`src/rtl/produto_bcd_display.sv`:
```
// -----------------------------------------------------------------------------
// produto_bcd_display
//
// Purpose:
//   Final stage after the 5x5 array multiplier. The 10-bit unsigned product is
//   converted to decimal with a sequential shift-and-add-3 (double dabble)
//   engine, one bit per clock. The result is driven on a registered BCD bus and
//   on active-low 7-segment digits (DE2 HEX displays). A start/busy/done
//   handshake lets a controller request a refresh. Tying start high gives a
//   continuously refreshed display.
//
// Parameters:
//   IN_W          binary input width (product width)
//   DIGITS        BCD digits produced; 10**DIGITS must exceed 2**IN_W
//   BLANK_LEADING 1 = blank leading-zero digits above digit 0, 0 = show all
//
// Ports:
//   CLOCK_50  in   1          single clock, all state changes on rising edge
//   rst_n     in   1          asynchronous active-low reset
//   bin_in    in   IN_W       unsigned binary value to convert
//   start     in   1          conversion request, sampled only in IDLE
//   busy      out  1          conversion in progress (CONV and DONE states)
//   done      out  1          one-cycle pulse: bcd_out/HEX_OUT just updated
//   bcd_out   out  4*DIGITS   registered result, digit n at [4n+3:4n]
//   HEX_OUT   out  7*DIGITS   active-low segments, digit n at [7n+6:7n], gfedcba
// -----------------------------------------------------------------------------
module produto_bcd_display #(
    parameter int IN_W          = 10,
    parameter int DIGITS        = 4,
    parameter int BLANK_LEADING = 1
) (
    input  logic                  CLOCK_50,
    input  logic                  rst_n,
    input  logic [IN_W-1:0]       bin_in,
    input  logic                  start,
    output logic                  busy,
    output logic                  done,
    output logic [4*DIGITS-1:0]   bcd_out,
    output logic [7*DIGITS-1:0]   HEX_OUT
);

    localparam int CNT_W = $clog2(IN_W + 1);

    typedef enum logic [1:0] {
        S_IDLE = 2'd0,
        S_CONV = 2'd1,
        S_DONE = 2'd2
    } state_t;

    localparam logic [6:0] SEG_BLANK = 7'h7F;

    state_t               r_state;
    logic [IN_W-1:0]      r_shift;
    logic [4*DIGITS-1:0]  r_scratch;
    logic [CNT_W-1:0]     r_count;
    logic                 r_busy;
    logic                 r_done;
    logic [4*DIGITS-1:0]  r_bcd;

    logic [4*DIGITS-1:0]  w_adj;
    logic [7*DIGITS-1:0]  w_hex;

    // Add-3 correction applied to every scratch digit before the shift, so a
    // digit that would reach 10 or more after doubling carries into the next.
    // NOTE: every combinational output gets a default before any conditional
    // update; without it the tool infers a latch for the untouched paths.
    always_comb begin
        w_adj = r_scratch;
        for (int n = 0; n < DIGITS; n++) begin
            if (r_scratch[4*n +: 4] >= 4'd5) begin
                w_adj[4*n +: 4] = r_scratch[4*n +: 4] + 4'd3;
            end
        end
    end

    // Control FSM and datapath in one block; all outputs are registered.
    // NOTE: the reset is asynchronous, so it sits in the sensitivity list and
    // takes effect without a clock edge, which also aborts a conversion.
    always_ff @(posedge CLOCK_50 or negedge rst_n) begin
        if (!rst_n) begin
            r_state   <= S_IDLE;
            r_shift   <= '0;
            r_scratch <= '0;
            r_count   <= '0;
            r_busy    <= 1'b0;
            r_done    <= 1'b0;
            r_bcd     <= '0;
        end else begin
            // NOTE: non-blocking assignments so every register samples the
            // values from before this edge, independent of statement order.
            r_done <= 1'b0;
            case (r_state)
                S_IDLE: begin
                    if (start) begin
                        r_shift   <= bin_in;
                        r_scratch <= '0;
                        r_count   <= '0;
                        r_busy    <= 1'b1;
                        r_state   <= S_CONV;
                    end
                end
                S_CONV: begin
                    // MSB of the binary shift register enters scratch bit 0.
                    r_scratch <= {w_adj[4*DIGITS-2:0], r_shift[IN_W-1]};
                    r_shift   <= {r_shift[IN_W-2:0], 1'b0};
                    r_count   <= r_count + 1'b1;
                    if (r_count == CNT_W'(IN_W - 1)) begin
                        r_state <= S_DONE;
                    end
                end
                S_DONE: begin
                    r_bcd   <= r_scratch;
                    r_done  <= 1'b1;
                    r_busy  <= 1'b0;
                    r_state <= S_IDLE;
                end
                default: begin
                    r_busy  <= 1'b0;
                    r_state <= S_IDLE;
                end
            endcase
        end
    end

    // Active-low gfedcba decode; codes 10..15 cannot occur and show blank.
    function automatic logic [6:0] seg7(input logic [3:0] d);
        case (d)
            4'd0:    seg7 = 7'b1000000;
            4'd1:    seg7 = 7'b1111001;
            4'd2:    seg7 = 7'b0100100;
            4'd3:    seg7 = 7'b0110000;
            4'd4:    seg7 = 7'b0011001;
            4'd5:    seg7 = 7'b0010010;
            4'd6:    seg7 = 7'b0000010;
            4'd7:    seg7 = 7'b1111000;
            4'd8:    seg7 = 7'b0000000;
            4'd9:    seg7 = 7'b0010000;
            default: seg7 = SEG_BLANK;
        endcase
    endfunction

    // Walk from the most significant digit down; a digit above digit 0 is
    // blanked while it and everything above it are zero.
    always_comb begin
        logic v_zero_above;
        v_zero_above = 1'b1;
        w_hex        = '1;
        for (int n = DIGITS - 1; n >= 0; n--) begin
            v_zero_above = v_zero_above & (r_bcd[4*n +: 4] == 4'd0);
            if ((BLANK_LEADING != 0) && (n > 0) && v_zero_above) begin
                w_hex[7*n +: 7] = SEG_BLANK;
            end else begin
                w_hex[7*n +: 7] = seg7(r_bcd[4*n +: 4]);
            end
        end
    end

    assign busy    = r_busy;
    assign done    = r_done;
    assign bcd_out = r_bcd;
    assign HEX_OUT = w_hex;

endmodule

```
`config.mk`:
```
export PLATFORM = sky130hd
export DESIGN_NAME = produto_bcd_display
export DESIGN_NICKNAME = d
export VERILOG_FILES = /design/src/rtl/produto_bcd_display.sv
export SDC_FILE = /design/constraint.sdc
export NUM_CORES = 1
export LEC_CHECK = 0
export ABC_AREA = 1
export CAP_MARGIN = 5
export CORE_MARGIN = 3
export CORE_UTILIZATION = 58
export CTS_BUF_LIST = sky130_fd_sc_hd__clkbuf_8
export CTS_CLUSTER_SIZE = 14
export DETAILED_ROUTE_END_ITERATION = 8
export PLACE_DENSITY = 0.85
export REMOVE_ABC_BUFFERS = 1
export SYNTH_ARGS = -nofsm -noshare
export SYNTH_HDL_FRONTEND = slang
export SYNTH_SLANG_ARGS = --single-unit
```
`constraint.sdc`:
```
create_clock -name CLOCK_50 -period 3.25 [get_ports CLOCK_50]
set_clock_uncertainty 0.05 [all_clocks]
set_input_delay 0.4875 -clock CLOCK_50 [delete_from_list [all_inputs] [get_ports CLOCK_50]]
set_output_delay 0.4875 -clock CLOCK_50 [all_outputs]
set_load 0.01 [all_outputs]
```
==> After elaboration in Yosys (flattened, before gate mapping) <==
Memories as Yosys holds them, arrays and structs flattened.
Index checks and enable logic that the tools add are counted.
{ "classes": {"add_sub_neg": 5, "order_cmp": 4, "eq_ne": 5, "muxes": 19, "n_bitwise": 3, "n_reduce_logical": 8} }
{ "ops": {"columns": ["cell", "n"], "rows": [
  ["case mux 16 bit (2 select lines)", 1],
  ["two-way mux 7 bit", 3],
  ["case mux 10 bit (2 select lines)", 1],
  [">= comparator 4 x 3 -> 1 bit (second input constant)", 4],
  ["two-way mux 16 bit", 1],
  ["two-way mux 4 bit", 4],
  ["adder 4 x 2 -> 4 bit (second input constant)", 3],
  ["logical NOT 4 bit", 3],
  ["two-way mux 10 bit", 1],
  ["case mux 4 bit (2 select lines)", 1],
  ["AND reduction 2 bit", 3],
  ["adder 4 x 1 -> 4 bit (second input constant)", 1],
  ["equality test 4 bit (second input constant)", 1],
  ["two-way mux 2 bit", 2],
  ["inequality test 2 bit (second input constant)", 2],
  ["case mux 2 bit (2 select lines)", 1],
  ["adder 3 x 2 -> 3 bit (second input constant)", 1],
  ["two-way mux 3 bit", 1],
  ["bitwise AND 1 bit", 2],
  ["equality test 2 x 1 -> 1 bit (second input constant)", 1],
  ["equality test 2 bit (second input constant)", 1],
  ["logical NOT 2 bit", 1],
  ["two-way mux 1 bit", 2],
  ["case mux 1 bit (2 select lines)", 1],
  ["2 further kinds", 2]
]} }
{ "totals": {"ff_bits": 50, "mem_bits_ro": 448, "inputBits": 13, "output_inout_bits": 46, "word_cells": 55, "n_memories": 4} }
{ "memory_table": {"columns": ["memory", "depth", "width", "read_ports", "rd_clocked_by_memory_dff", "write_ports", "line", "source"], "rows": [
  ["(name not given)", 16, 7, 1, 0, 0, "127", "case (d)"],
  ["(name not given)", 16, 7, 1, 0, 0, "127", null],
  ["(name not given)", 16, 7, 1, 0, 0, "127", null],
  ["(name not given)", 16, 7, 1, 0, 0, "127", null]
]} }

==> Logic depth before layout (Yosys ltp) <==
Gate-level depths: netlist of run 1.
{ "depth": {"word_depth": 4, "depth_mapped": 8, "depth_no_buf": 8} }

==> Worst setup path before layout of run 1 <==
Ideal clock, no wire load.
{ "synth_timing": {"path_type": "reg-to-output", "start": "reg r_bcd[12] (netlist: bcd_out[12])", "end": "out HEX_OUT[21]", "t_arrival_ns": 1.253, "slack_ns": 1.460, "stages_incl_launch_ff": 7, "path_buffers": 0, "cell_sequence": "dfrtp_1 -> inv_1 -> ha_1 -> nand3_2 -> inv_1 -> nor2_2 -> o21ai_0"} }
{ "synth_via": {"elab_chain_len": 2, "word_cells_on_any_way": 3, "cone_classes": "mux (1); reduce/logical (1); memory (1)"} }
{ "synth_rtl": {"columns": ["element", "line", "source"], "rows": [
  ["start: declaration", "58", "logic [4*DIGITS-1:0] r_bcd;"],
  ["start signal: assignment", "112", "r_bcd <= r_scratch;"],
  ["memory (16 x 7 bit) / logical NOT 4 bit (equally long branches)", null, null],
  ["two-way mux 7 bit *", "150", "if ((BLANK_LEADING != 0) && (n > 0) && v_zero_above) begin"],
  ["end: declaration", "39", "output logic [7*DIGITS-1:0] HEX_OUT"]
]} }
Every way passes the cells marked *; elsewhere a longest branch is shown, timed or not.

==> Worst setup path after layout of run 1 <==
{ "layout_timing": {"start": "reg r_bcd[13] (netlist: bcd_out[13])", "end": "out HEX_OUT[11]"} }
{ "layout_via": {"elab_chain_len": 4} }
{ "layout_rtl": {"columns": ["element", "line", "source"], "rows": [
  ["logical NOT 4 bit", "149", "v_zero_above = v_zero_above & (r_bcd[4*n +: 4] == 4'd0);"],
  ["bitwise AND 1 bit (2 in series)", "149", null],
  ["two-way mux 7 bit", "150", null]
]} }
Every way passes these cells.

==> out/summary.log, run 1 <==
INFO  outcome        run_status=complete, no violations
INFO  sta            layout_setup_ws=0.518ns
INFO  min_path       worstHoldPathType=primary input to async pin
INFO  detailed_routing antenna_violating_nets_post_route=0
INFO  worst_setup_path worst_r2r_startpoint=r_state[0]$_DFFE_PN0P_
INFO  power          ir_drop=0.560mV
INFO  place          io_buffer_count=58
INFO  global_routing grt_pass1_wl=11.4mm
INFO  place          gp_congestion=0.877
INFO  global_routing grt_antenna_before_repair=0
INFO  cts            cts_tree=built
INFO  power          p_switching=1640uW
INFO  worst_setup_path setup.worst_path.class=flip-flop to output port
INFO  cts            clk_pin_slew_worst_paths=0.09ns
INFO  sta            max-slew-margin-rel=26.9%
INFO  cts            ctsHtreeMaxLevel=2
INFO  global_routing grt_pass1_vias=2643
INFO  synth          synthesis.instances=408
INFO  place          detailed_place_hpwl=4.94mm
INFO  floorplanning  start_util=62.7%
INFO  sta            maxClockFrequency=366MHz
INFO  worst_setup_path arrival=2.19ns
INFO  layout         drive_gt1_share=5.39%
INFO  cts            clock_tree.buffer_depth=2
INFO  power          p_leak=0.00191uW
INFO  sta            max_slew.worst_pin.slew=1.10ns
INFO  global_routing globalRoute.totalOverflow=0
INFO  layout         number_of_nets_in_the_layout=507
INFO  sta            finalSetupViolCount=0
INFO  power          finalPower=3820uW
INFO  cts            clock_tree.root_cell=clkbuf_8
INFO  floorplanning  dieHeight=79.1um
INFO  cts            cts_num_sinks=50
INFO  floorplanning  die_x=79.1um
INFO  layout         antenna-diode-count=0
INFO  synth          synth.largest_area_cell=dfrtp_1
INFO  floorplanning  floorplan.die_area=6260um^2
INFO  cts            cts_made_buffers=5
INFO  worst_setup_path data_required_time_of_the_critical_path=2.71ns
INFO  synth          yosys_register_bits=50
INFO  layout         nFillCells=407
INFO  worst_setup_path critPathMaxFanout=7
INFO  cts            worst_skew_pair.late_latency=0.30ns
INFO  detailed_routing detail_route.drc_violations=0
INFO  floorplanning  io_pins=59
INFO  sta            final_max_tran_viols=0
INFO  synth          synth.yosys.seq_area_share=40.4%
INFO  place          dpl_cell_area=3700um^2
INFO  synth          netlist_area=3100um^2
INFO  worst_setup_path r2r.worst_path.cells=2
INFO  power          power.sequential.fraction=29.9%
INFO  place          dpl_worst_slack=0.853ns
INFO  cts            cts_repair_resize_count=0
INFO  sta            timing.final.crit_share=84.1%
INFO  cts            cts_post_setup_buffers_inserted=0
INFO  sta            rsz_0062_raised_after_global_routing=false
INFO  detailed_routing drt-wirelength-per-cell=12.5um
INFO  power          share_clk_of_total_power=11.6%
INFO  detailed_routing post_drt_via_cell_ratio=5.30
INFO  floorplanning  coreArea=4940um^2
INFO  detailed_routing detailroute.via_count=2816
INFO  detailed_routing first_drt_iteration_drcs=171
INFO  power          p_int=2170uW
INFO  layout         areaGrowthSynthToFinish=23.1%
INFO  layout         cell_area_after_layout=3810um^2
INFO  synth          warnings_synthesis=0
INFO  sta            fin_tns_setup=0ns
INFO  cts            holdBufCountCts=0
INFO  power          switching_share=43.1%
INFO  synth          synthDominantCellAreaShare=40.4%
INFO  sta            final-hold-violation-count=0
INFO  run            drv_cap=0
INFO  floorplanning  placement_rows=25
INFO  global_routing grtUsageTotal=22.5%
INFO  worst_setup_path critPathCaptureType=output port
INFO  worst_setup_path regToRegSetupSlack=1.52ns
INFO  synth          synthTopCellsByArea=dfrtp_1 (40%), nand2_1 (17%), ha_1 (12%)
INFO  worst_setup_path critical_path.reg2reg.endpoint=bcd_out[8]$_DFFE_PN0P_
INFO  sta            post-route-min-period=2.73ns
INFO  power          power_density=1000nW/um^2
INFO  worst_setup_path startpoint_type=flip-flop
INFO  sta            hold_slack=0.334ns
INFO  synth          netlist-cell-type-count=25
INFO  power          power.combinational.fraction=58.5%
INFO  global_routing grt_start_max_net_pins=51
INFO  detailed_routing detail_route.wirelength=6.66mm
INFO  detailed_routing drtPass1Iterations=4
INFO  synth          synth_area_per_cell=7.60um^2
-- metal layers --
metal,GRT usage (%),routed length (um)
met5,0,0
met1,26.6,2820
met4,5.84,78
met3,4.08,342
met2,41.9,3420
-- through the flow --
step | util (%) | std cells
floorplan | - | 399
global placement | 74.9 | 524
detailed placement | 74.9 | 524
CTS | 77.2 | 531
global route | 77.2 | 531
finish | 77.2 | 531
-- power by group through the flow --
stage | clock [uW] | combinational, uW | sequential (uW)
after floorplan | 0 | 1270 | 1120
after global placement | 0 | 2140 | 1140
after detailed placement | 0 | 2240 | 1150
after CTS | 453 | 2250 | 1140
after global routing | 479 | 2510 | 1180
final | 443 | 2230 | 1140
-- cells in the mapped netlist --
cell and count:
a21oi_4 1, dfrtp_1 50, a21oi_1 14, ha_1 30, o21bai_1 2, o22ai_1 5, buf_4 2, or2_2 3
buf_6 1, nor2_2 3, nand4_1 9, nor2_1 14, nand3_2 2, o21ai_0 40, nand3_1 35, nor2_4 1
inv_2 6, or2_1 1, buf_2 6, o21ai_1 2, nand2_1 138, or2_0 1, nand2_2 1, inv_1 39
o211ai_1 2
-- cells in the final DEF (no fill, tap or decap), drive strengths merged --
cell | Yosys | routed
o21bai | 2 | 2
clkdlybuf4s50 | 0 | 57
ha | 30 | 30
o21ai | 42 | 42
nor2 | 18 | 18
inv | 45 | 45
or2 | 5 | 5
nand4 | 9 | 9
o22ai | 5 | 5
clkbuf | 0 | 6
buf | 9 | 1
a21oi | 15 | 15
nand3 | 37 | 37
bufinv | 0 | 1
o211ai | 2 | 2
nand2 | 139 | 139
dfrtp | 50 | 50
-- cell type report --
type	instances	area [um^2]	share of cell area (%)
multi-input cells	304	1620	42.5
flip-flops and latches	50	1250	32.8
repair buffers	58	576	15.1
inverters	45	169	4.43
well taps	67	83.8	2.20
clock buffers	6	82.6	2.16
clock inverters	1	30.0	0.787
-- state kept, by name (all words and copies together), names as in the netlist --
name,cells
r_state,2
done,1
r_scratch,16
r_shift,10
r_count,4
busy,1
bcd_out,16
-- worst max-delay path by stage --
stage / endpoint / startpoint / slack [ns]
floorplan: HEX_OUT[21] / bcd_out[12]$_DFFE_PN0P_ / 1.46
global placement: HEX_OUT[12] / bcd_out[13]$_DFFE_PN0P_ / 0.96
detailed placement: HEX_OUT[11] / bcd_out[13]$_DFFE_PN0P_ / 0.85
CTS: HEX_OUT[11] / bcd_out[13]$_DFFE_PN0P_ / 0.51
global route: HEX_OUT[11] / bcd_out[13]$_DFFE_PN0P_ / 0.36
finish: HEX_OUT[11] / bcd_out[13]$_DFFE_PN0P_ / 0.52
-- worst max-delay path, stage by stage (launching register included) --
cell,delay (ns)
dfrtp_1,0.43
inv_1,0.16
ha_1,0.21
nand3_2,0.13
nor2_4,0.16
nand3_2,0.15
nand2_1,0.11
clkdlybuf4s50_1,0.55
-- cells by family after synthesis --
kind of cell               count (synthesis)  share of synthesized area, %
and+or+nand+nor                          208                          28.7
AOI/OAI and AO/OA                         66                          11.5
DFF                                       50                          40.4
adders and majority gates                 30                          12.1
buffers and inverters                     54                          7.27
Power figures use the tool's default switching activity.
==> inputs of run 2 (changes only) <==
--- a/config.mk
+++ b/config.mk
@@ -8,11 +8,11 @@
 export ABC_AREA = 1
 export CAP_MARGIN = 5
 export CORE_MARGIN = 3
-export CORE_UTILIZATION = 58
+export CORE_UTILIZATION = 49
 export CTS_BUF_LIST = sky130_fd_sc_hd__clkbuf_8
 export CTS_CLUSTER_SIZE = 14
 export DETAILED_ROUTE_END_ITERATION = 8
-export PLACE_DENSITY = 0.85
+export PLACE_DENSITY = 0.76
 export REMOVE_ABC_BUFFERS = 1
 export SYNTH_ARGS = -nofsm -noshare
 export SYNTH_HDL_FRONTEND = slang
==> constraint.sdc (replaced) <==
create_clock -name CLOCK_50 -period 2.5 [get_ports CLOCK_50]
set_clock_uncertainty 0.05 [all_clocks]
set_input_delay 0.375 -clock CLOCK_50 [delete_from_list [all_inputs] [get_ports CLOCK_50]]
set_output_delay 0.375 -clock CLOCK_50 [all_outputs]
set_load 0.01 [all_outputs]
==> out/summary.log, run 2 (synthesized netlist as in run 1, its figures left out) <==
INFO  worst_setup_path setup.worst_path.class=flip-flop to output port
INFO  global_routing grt_antenna_before_repair=0 [unchanged]
INFO  layout         number_of_nets_in_the_layout=523 [+3.2%]
INFO  worst_setup_path critical_path.max_stage_delay=0.48ns [-0.07 ns]
INFO  detailed_routing first_drt_iteration_drcs=152 [-11%]
INFO  global_routing grt_start_max_net_pins=40 [-22%]
INFO  sta            final-hold-violation-count=0 [unchanged]
INFO  cts            clk_pin_slew_worst_paths=0.09ns [about the same]
INFO  cts            worst_skew_pair.late_latency=0.30ns [about the same]
INFO  floorplanning  dieHeight=85.5um [+8.1%]
INFO  global_routing grt_busiest_layer=met2
INFO  cts            clock_tree.buffer_depth=2 [unchanged]
INFO  layout         regArea=1250um^2 [+0.20%]
INFO  cts            ctsHtreeMaxLevel=2 [unchanged]
INFO  cts            cts_made_buffers=5 [unchanged]
INFO  layout         footprint_of_the_multi_input_gates=1630um^2 [+0.46%]
INFO  power          p_leak=0.00212uW [+11%]
INFO  place          dpl_cell_area=3750um^2 [+1.3%]
INFO  layout         areaGrowthSynthToFinish=27.7%
INFO  min_path       worstHoldPathType=primary input to async pin
INFO  sta            timing.final.crit_share=96.3%
INFO  layout         cell_area_after_layout=3960um^2 [+3.8%]
INFO  floorplanning  io_pins=59 [unchanged]
INFO  cts            clock_tree.root_cell=clkbuf_8
INFO  layout         layout_commonest_cell=nand2_1
INFO  cts            cts_num_sinks=50 [unchanged]
INFO  detailed_routing post_drt_via_cell_ratio=5.17 [-2.6%]
INFO  sta            fin_tns_setup=0ns [unchanged]
INFO  power          ir_drop=0.657mV [+17%]
INFO  outcome        run_status=complete, no violations
INFO  floorplanning  coreArea=6030um^2 [+22%]
INFO  global_routing grt_util_met2=34.3% [-7.6 points]
INFO  detailed_routing drt-wirelength-per-cell=12.2um [-2.9%]
INFO  global_routing gr-usage-met1=21.3% [-5.3 points]
INFO  sta            rsz_0062_raised_after_global_routing=false
INFO  detailed_routing detail_route.drc_violations=0 [unchanged]
INFO  cts            cts_tree=built
INFO  sta            maxClockFrequency=415MHz
INFO  worst_setup_path critical_path_cell_list=buf_4, ha_1, or2_2, o21ai_0, o21ai_0, clkdlybuf4s50_1
INFO  layout         drive_gt1_share=10.2% [+4.8 points]
INFO  floorplanning  die_x=85.5um [+8.1%]
INFO  cts            holdBufCountCts=0 [unchanged]
INFO  worst_setup_path startpoint_type=flip-flop
INFO  worst_setup_path critPathLaunch=bcd_out[12]$_DFFE_PN0P_
INFO  run            drv_cap=0 [unchanged]
INFO  layout         nFillCells=534 [+31%]
INFO  sta            max-slew-margin-rel=42.4% [+15 points]
INFO  detailed_routing detail_route.wirelength=6.77mm [+1.7%]
INFO  sta            post-route-min-period=2.41ns
INFO  place          detailed_place_hpwl=4.83mm [-2.2%]
INFO  floorplanning  placement_rows=28 [+12%]
INFO  power          finalPower=4950uW [+30%]
INFO  worst_setup_path critPathCaptureType=output port
INFO  detailed_routing detailroute.via_count=2873 [+2.0%]
INFO  floorplanning  floorplan.die_area=7320um^2 [+17%]
INFO  worst_setup_path critPathMaxFanout=4 [-3]
INFO  power          power_density=1250nW/um^2 [+25%]
INFO  place          gp_congestion=0.880 [+0.41%]
INFO  sta            max_slew.worst_pin.slew=0.864ns [-0.232 ns]
INFO  worst_setup_path timing.critical_path.mode_cell=o21ai_0
INFO  global_routing grtUsageTotal=18.3% [-4.2 points]
INFO  worst_setup_path cpLargestDelayFamily=buffers and inverters
INFO  global_routing grt_pass1_wl=11.0mm [-3.5%]
INFO  layout         antenna-diode-count=0 [unchanged]
INFO  layout         mostFrequentLayoutCells=nand2_1 (138), dfrtp_1 (48), clkdlybuf4s50_1 (47)
INFO  worst_setup_path cp.buffers_inverters=2 [unchanged]
INFO  sta            final_max_tran_viols=0 [unchanged]
INFO  worst_setup_path worst_r2r_startpoint=r_scratch[8]$_DFFE_PN0P_
INFO  floorplanning  start_util=51.4% [-11 points]
INFO  detailed_routing antenna_violating_nets_post_route=0 [unchanged]
INFO  worst_setup_path data_required_time_of_the_critical_path=2.08ns [-0.63 ns]
INFO  global_routing grt_pass1_vias=2631 [-0.45%]
INFO  sta            finalSetupViolCount=0 [unchanged]
INFO  detailed_routing drtPass1Iterations=4 [unchanged]
INFO  worst_setup_path arrival=1.98ns [-0.21 ns]
INFO  worst_setup_path critical_path.slowest_cell=clkdlybuf4s50_1
INFO  global_routing globalRoute.totalOverflow=0 [unchanged]
INFO  place          io_buffer_count=58 [unchanged]
INFO  global_routing met3_global_route_usage=2.40% [-1.7 points]
## run 2: cell count changes in the layout (fill, tap and decap cells not counted), sizes merged
cell / change
clkinv: +1
clkdlybuf4s50: -10
inv: +1
bufinv: -1
dlymetal6s2s: +10
buf: +16
## run 2: report_power, final
part | internal [uW] | leakage [uW] | switching, uW
Sequential | 1140 | 0.000629 | 337
Combinational | 1440 | 0.00143 | 1570
Clock | 220 | 0.0000524 | 254
Total | 2790 | 0.00212 | 2160
## run 2: layer usage
layer,up-vias,part of all wire [%]
li1,1464,-
met1,1338,44
met2,63,51
met3,8,4.1
met4,0,1.3
met5,-,0
## run 2: final timing paths
kind                                              to  slack (ns)  depth (start not counted)
setup / recovery                         HEX_OUT[27]        0.09                          6
hold / removal                r_count[3]$_DFFE_PN0P_        0.13                          1
setup reg to reg           r_scratch[10]$_DFFE_PN0P_        1.08                          8
hold reg to reg               r_shift[5]$_DFFE_PN0P_        0.44                          2
max in group asynchronous  r_scratch[13]$_DFFE_PN0P_        1.64                          2
min in group CLOCK_50         r_shift[5]$_DFFE_PN0P_        0.44                          2
## run 2: repair_timing
| action | in CTS | in global routing |
|---|---|---|
| setup buffers | 2 | 9 |
| setup endpoints to repair | 8 | 20 |
| resized for setup | 4 | 16 |
| pin swaps | 1 | 1 |
| endpoints found under the hold margin | 0 | 0 |
## run 2: area by class of cell
| type | instances | area share [%] |
|---|---|---|
| inverter | 45 | 4.27 |
| sequential | 50 | 31.7 |
| multi-input combinational | 304 | 41.2 |
| tap | 75 | 2.37 |
| clock inverter | 2 | 0.221 |
| clock buffer | 6 | 2.09 |
| timing repair buffer | 74 | 18.2 |
## run 2: through the flow
step	instances	setup WS (ns)	hold WS, ns	util (%)
detailed placement	537	0.263	0.423	62.2
global route	556	0.00210	0.183	65.7
global placement	537	0.326	0.405	62.2
finish	556	0.0924	0.134	65.7
CTS	547	0.0105	0.149	64.1
floorplan	399	0.822	0.0294	-
